`config.mk`:
```
export PLATFORM = sky130hd
export DESIGN_NAME = vpp_avg_filter
export DESIGN_NICKNAME = d
export VERILOG_FILES = /design/src/rtl/vpp_avg_filter.sv
export SDC_FILE = /design/constraint.sdc
export NUM_CORES = 1
export LEC_CHECK = 0
export ABC_AREA = 1
export BUFFER_PORTS_ARGS = -buffer_cell sky130_fd_sc_hd__buf_2
export CORE_MARGIN = 5
export CORE_UTILIZATION = 49
export CTS_BUF_LIST = sky130_fd_sc_hd__clkbuf_2 sky130_fd_sc_hd__clkbuf_4 sky130_fd_sc_hd__clkbuf_8
export CTS_CLUSTER_SIZE = 8
export DETAILED_ROUTE_END_ITERATION = 8
export HOLD_SLACK_MARGIN = 0.08
export PLACE_DENSITY_LB_ADDON = 0.15
export SLEW_MARGIN = 20
export SYNTH_ARGS = -nofsm -noshare
export SYNTH_HDL_FRONTEND = slang
export SYNTH_SLANG_ARGS = --single-unit
```
`constraint.sdc`:
```
create_clock -name clk -period 4.1 [get_ports clk]
set_clock_uncertainty 0.2 [all_clocks]
set_input_delay 0.82 -clock clk [delete_from_list [all_inputs] [get_ports clk]]
set_output_delay 0.82 -clock clk [all_outputs]
set_load 0.02 [all_outputs]
```
`src/rtl/vpp_avg_filter.sv`:
```
// Averages 2^AVG_LOG2 Vpp measurements after discarding settling samples.
// Optional macro VPP_AVG_ROUND_EN selects round-to-nearest with saturation.
module vpp_avg_filter #(
   parameter int unsigned DATA_W      = 12,
   parameter int unsigned AVG_LOG2    = 3,
   parameter int unsigned DISCARD_N   = 2,
   parameter int unsigned TIMEOUT_CYC = 50000000
) (
   input  logic              clk,
   input  logic              rst_n,
   input  logic              start,
   input  logic [DATA_W-1:0] vpp_in,
   input  logic              vpp_found,
   output logic [DATA_W-1:0] vpp_avg,
   output logic              avg_valid,
   output logic              busy,
   output logic              timeout
);

   localparam int unsigned AccW  = DATA_W + AVG_LOG2;
   localparam int unsigned NW    = AVG_LOG2 + 1;
   localparam int unsigned TcntW = (TIMEOUT_CYC > 1) ? $clog2(TIMEOUT_CYC) : 1;

   localparam logic [TcntW-1:0] TcntLast = TcntW'(TIMEOUT_CYC - 1);
   localparam logic [3:0]       DcntLast = 4'((DISCARD_N > 0) ? DISCARD_N - 1 : 0);
   localparam logic [NW-1:0]    NLast    = NW'((1 << AVG_LOG2) - 1);

   typedef enum logic [1:0] {StIdle, StDiscard, StAccum, StDone} state_e;

   state_e              state_q, state_d;
   logic [2:0]          sync_q;
   logic [AccW-1:0]     acc_q, acc_d;
   logic [NW-1:0]       n_q, n_d;
   logic [3:0]          dcnt_q, dcnt_d;
   logic [TcntW-1:0]    tcnt_q, tcnt_d;
   logic [DATA_W-1:0]   vpp_avg_q, vpp_avg_d;
   logic                avg_valid_q, avg_valid_d;
   logic                timeout_q, timeout_d;
   logic                fe;
   logic [DATA_W-1:0]   avg_calc;

   // Two metastability flops plus one edge register on the strobe.
   assign fe = sync_q[1] & ~sync_q[2];

`ifdef VPP_AVG_ROUND_EN
   localparam logic [AccW:0] Half = (AccW+1)'(1 << (AVG_LOG2 - 1));
   logic [AccW:0]   round_sum;
   logic [DATA_W:0] round_shr;

   assign round_sum = {1'b0, acc_q} + Half;
   assign round_shr = (DATA_W+1)'(round_sum >> AVG_LOG2);
   assign avg_calc  = round_shr[DATA_W] ? '1 : round_shr[DATA_W-1:0];
`else
   assign avg_calc = DATA_W'(acc_q >> AVG_LOG2);
`endif

   always_comb begin
      state_d     = state_q;
      acc_d       = acc_q;
      n_d         = n_q;
      dcnt_d      = dcnt_q;
      tcnt_d      = tcnt_q;
      vpp_avg_d   = vpp_avg_q;
      avg_valid_d = avg_valid_q;
      timeout_d   = timeout_q;
      // start outranks everything, including an fe in the same cycle.
      if (start) begin
         state_d     = (DISCARD_N == 0) ? StAccum : StDiscard;
         acc_d       = '0;
         n_d         = '0;
         dcnt_d      = '0;
         tcnt_d      = '0;
         avg_valid_d = 1'b0;
         timeout_d   = 1'b0;
      end else begin
         unique case (state_q)
            StDiscard, StAccum: begin
               if (fe) begin
                  tcnt_d = '0;
                  if (state_q == StDiscard) begin
                     dcnt_d = dcnt_q + 4'd1;
                     if (dcnt_q == DcntLast) state_d = StAccum;
                  end else begin
                     acc_d = acc_q + AccW'(vpp_in);
                     n_d   = n_q + NW'(1);
                     if (n_q == NLast) state_d = StDone;
                  end
               end else if (tcnt_q == TcntLast) begin
                  state_d     = StIdle;
                  timeout_d   = 1'b1;
                  avg_valid_d = 1'b0;
               end else begin
                  tcnt_d = tcnt_q + TcntW'(1);
               end
            end
            StDone: begin
               vpp_avg_d   = avg_calc;
               avg_valid_d = 1'b1;
            end
            default: ;
         endcase
      end
   end

   always_ff @(posedge clk or negedge rst_n) begin
      if (!rst_n) begin
         state_q     <= StIdle;
         sync_q      <= '0;
         acc_q       <= '0;
         n_q         <= '0;
         dcnt_q      <= '0;
         tcnt_q      <= '0;
         vpp_avg_q   <= '0;
         avg_valid_q <= 1'b0;
         timeout_q   <= 1'b0;
      end else begin
         state_q     <= state_d;
         sync_q      <= {sync_q[1:0], vpp_found};
         acc_q       <= acc_d;
         n_q         <= n_d;
         dcnt_q      <= dcnt_d;
         tcnt_q      <= tcnt_d;
         vpp_avg_q   <= vpp_avg_d;
         avg_valid_q <= avg_valid_d;
         timeout_q   <= timeout_d;
      end
   end

   assign vpp_avg   = vpp_avg_q;
   assign avg_valid = avg_valid_q;
   assign timeout   = timeout_q;
   assign busy      = (state_q == StDiscard) || (state_q == StAccum);

endmodule

```
==> results.yml <==
timing:
  setup_viol: 0
  drv_slew: 0
  worstMarginPinSlew_ns: 0.604
  setup_slack_ns: 1.40
  holdWs_ns: 0.151
  tns_ns: 0
  period_needed_ns: 2.70
  relSlewSlack_pct: 59.6
  rsz0062_at_grt: "false"
  fin_crit_sh_pct: 65.8
  fmax_mhz: 370
  hold_viol: 0
setup_path:
  worstSetupStartpointType: "primary input"
  critical_path_buf_inv_count: 3
  path_class: "in -> reg"
  reg2reg_depth: 10
  path_max_fanout: 23
  cpPeakStageDelay_ns: 0.44
  crit_path_end_kind: "register"
  r2r_slack_ns: 1.73
  cp_common_cell: "inv_2"
  crit_path_top_delay_cell: "buf_2"
  required_ns: 4.11
  r2r_start: "tcnt_q[0]"
  cp_data_arrival_time_ns: 2.71
  cp_top_family: "buffers and inverters"
  regToRegEndpoint: "tcnt_q[3]"
  path_cells: "buf_2 -> inv_2 -> nand2_2 -> o21ai_2 -> nor2_4 -> inv_2 -> nor3_1 -> nor3b_2"
layout:
  drive_gt1_share_pct: 12.9
  final_area_um2: 4810
  n_antenna_cell: 0
  mostFrequentLayoutCells: "200 x nand2_1, 68 x nor2_1, 68 x dfrtp_1"
  multi_input_area_um2: 2350
  final_nets: 665
  syn2layout_area_growth_pct: 10.1
  fin_util_pct: 55.2
  fillers: 816
  fin_cells: 743
  final_common_cell: "nand2_1"
  ff_latch_area_um2: 1700
clock_network:
  cts_sinks: 68
  clk_pin_slew_worst_paths_ns: 0.08
  ctsHoldBuffers: 0
  cts_tree: "yes"
  clockRootBuffer: "clkbuf_8"
  cts_buffers: 9
  cts_buffer_depth: 2
  post_cts_buffers: 0
  insertion_delay_ns: 0.34
  htree_levels: 3
  ctsResizeCount: 0
die:
  ios: 31
  initial_core_util_pct: 50.1
  rows: 34
  dieArea_um2: 10900
  fp.dieW_um: 104
  die_h_um: 104
  core_um2: 8720
status:
  status: "complete, no violations"
placement:
  portBuffers: 30
  gp_congestion: 0.895
  dp_hpwl_um: 7430
  dpl_cell_area_um2: 4580
  place_inst: 727
  dp_slack_ns: 1.02
global_routing:
  grt_max_degree: 47
  grt-ovfl-total: 0
  antenna_found_initial: 0
  grt_usage_pct: 19.1
  grt_pass1_wl_um: 17400
  grt_pass1_vias: 3667
worst_hold_path:
  min_from: "sync_q[0]"
  hp-class: "reg -> reg"
  holdPathEnd: "sync_q[1]"
  min_delay_path_depth: 0
route:
  first_iter_violations: 271
  first_pass_iters: 5
  num_vias: 3865
  routed_wl_um: 10000
  viasPerCell: 5.20
  detail-route-antenna-nets: 0
  drc: 0
  drt-wirelength-per-cell_um: 13.5
synth:
  ys_warn_count: 0
  async_flop_share_pct: 100
  ys_ff_latch: 68
  syn-cell-area_um2: 4370
  yosysSeqAreaShare_pct: 39.0
  syn_inst: 599
  syn_nets: 634
  synth_flop_cell: "dfrtp_1"
  ys_types: 42
  syn_avg_cell_area_um2: 7.29
  synth_edf_count: 0
power_and_ir_drop:
  p_leak_nw: 2.39
  ir_drop_v: 0.000198
  total_power_mw: 2.49
  power_density_nw_per_um2: 517
job:
  max-cap-violations: 0
==> cell usage after synthesis, types with 3 or more instances <==
library cell  instances  share of area, %
a21o_1                4              0.69
a21oi_1              13               1.5
a22o_1                3              0.60
buf_2                 3              0.34
buf_6                 4               1.0
dfrtp_1              68                39
ha_1                 18               5.2
inv_1                55               4.7
inv_2                 3              0.26
nand2_1             200                17
nand2_2               3              0.43
nand3_1              43               4.9
nand3_2               8               1.8
nand3b_1              3              0.52
nand4_1              14               2.0
nor2_1               68               5.8
nor2_2                5              0.72
nor2_4                3              0.77
nor3_1                7              0.80
o21ai_0              21               2.4
o21ai_1               7              0.80
o21bai_1              5              0.86
o22ai_1               3              0.43
or2_2                 5              0.72
xor2_1               10               2.0
==> power breakdown <==
| group | internal [mW] | switching, mW |
|---|---|---|
| Combinational | 0.323 | 0.618 |
| Clock | 0.372 | 0.266 |
| Sequential | 0.807 | 0.101 |
| Total | 1.50 | 0.985 |
==> metal layers <==
layer	up-vias	global-route usage, %	routed length (µm)
met5	-	0	0
met1	1763	27.2	4910
met4	0	5.83	134
li1	2005	-	-
met2	83	29.6	4510
met3	14	3.17	470
==> sequential cells by signal (all words and copies together) (netlist names) <==
signal,cells
acc_q,15
avg_valid,1
dcnt_q,4
n_q,4
state_q,2
sync_q,3
tcnt_q,26
timeout,1
vpp_avg,12
==> worst max path at each step <==
stage	start	end	slack, ns	depth (start not counted)
6_report	start	n_q[3]	1.40	8
5_1_grt	start	n_q[3]	1.19	8
4_1_cts	start	n_q[3]	1.37	8
3_5_place_dp	start	n_q[3]	1.02	8
3_3_place_gp	start	n_q[3]	1.09	8
2_1_floorplan	vpp_in[0]	acc_q[12]	1.77	9
==> cell families (layout without fill, tap and decap cells) <==
| group | Yosys count | after routing | share of synthesized area [%] |
|---|---|---|---|
| xor+xnor | 10 | 10 | 2.01 |
| fa+ha+maj | 19 | 19 | 5.61 |
| buf+inv | 72 | 108 | 7.19 |
| compound gates | 64 | 64 | 8.68 |
| flops | 68 | 68 | 39.0 |
| simple gates | 366 | 366 | 37.6 |
==> final cells by class <==
cell class | count | area share (%)
clock inverters | 4 | 1.51
multi-input cells | 459 | 48.9
clock buffers | 12 | 3.17
flip-flops and latches | 68 | 35.4
well taps | 108 | 2.81
repair buffers | 32 | 3.49
inverters | 60 | 4.73
Note: power is estimated with default switching activity, not from simulation.
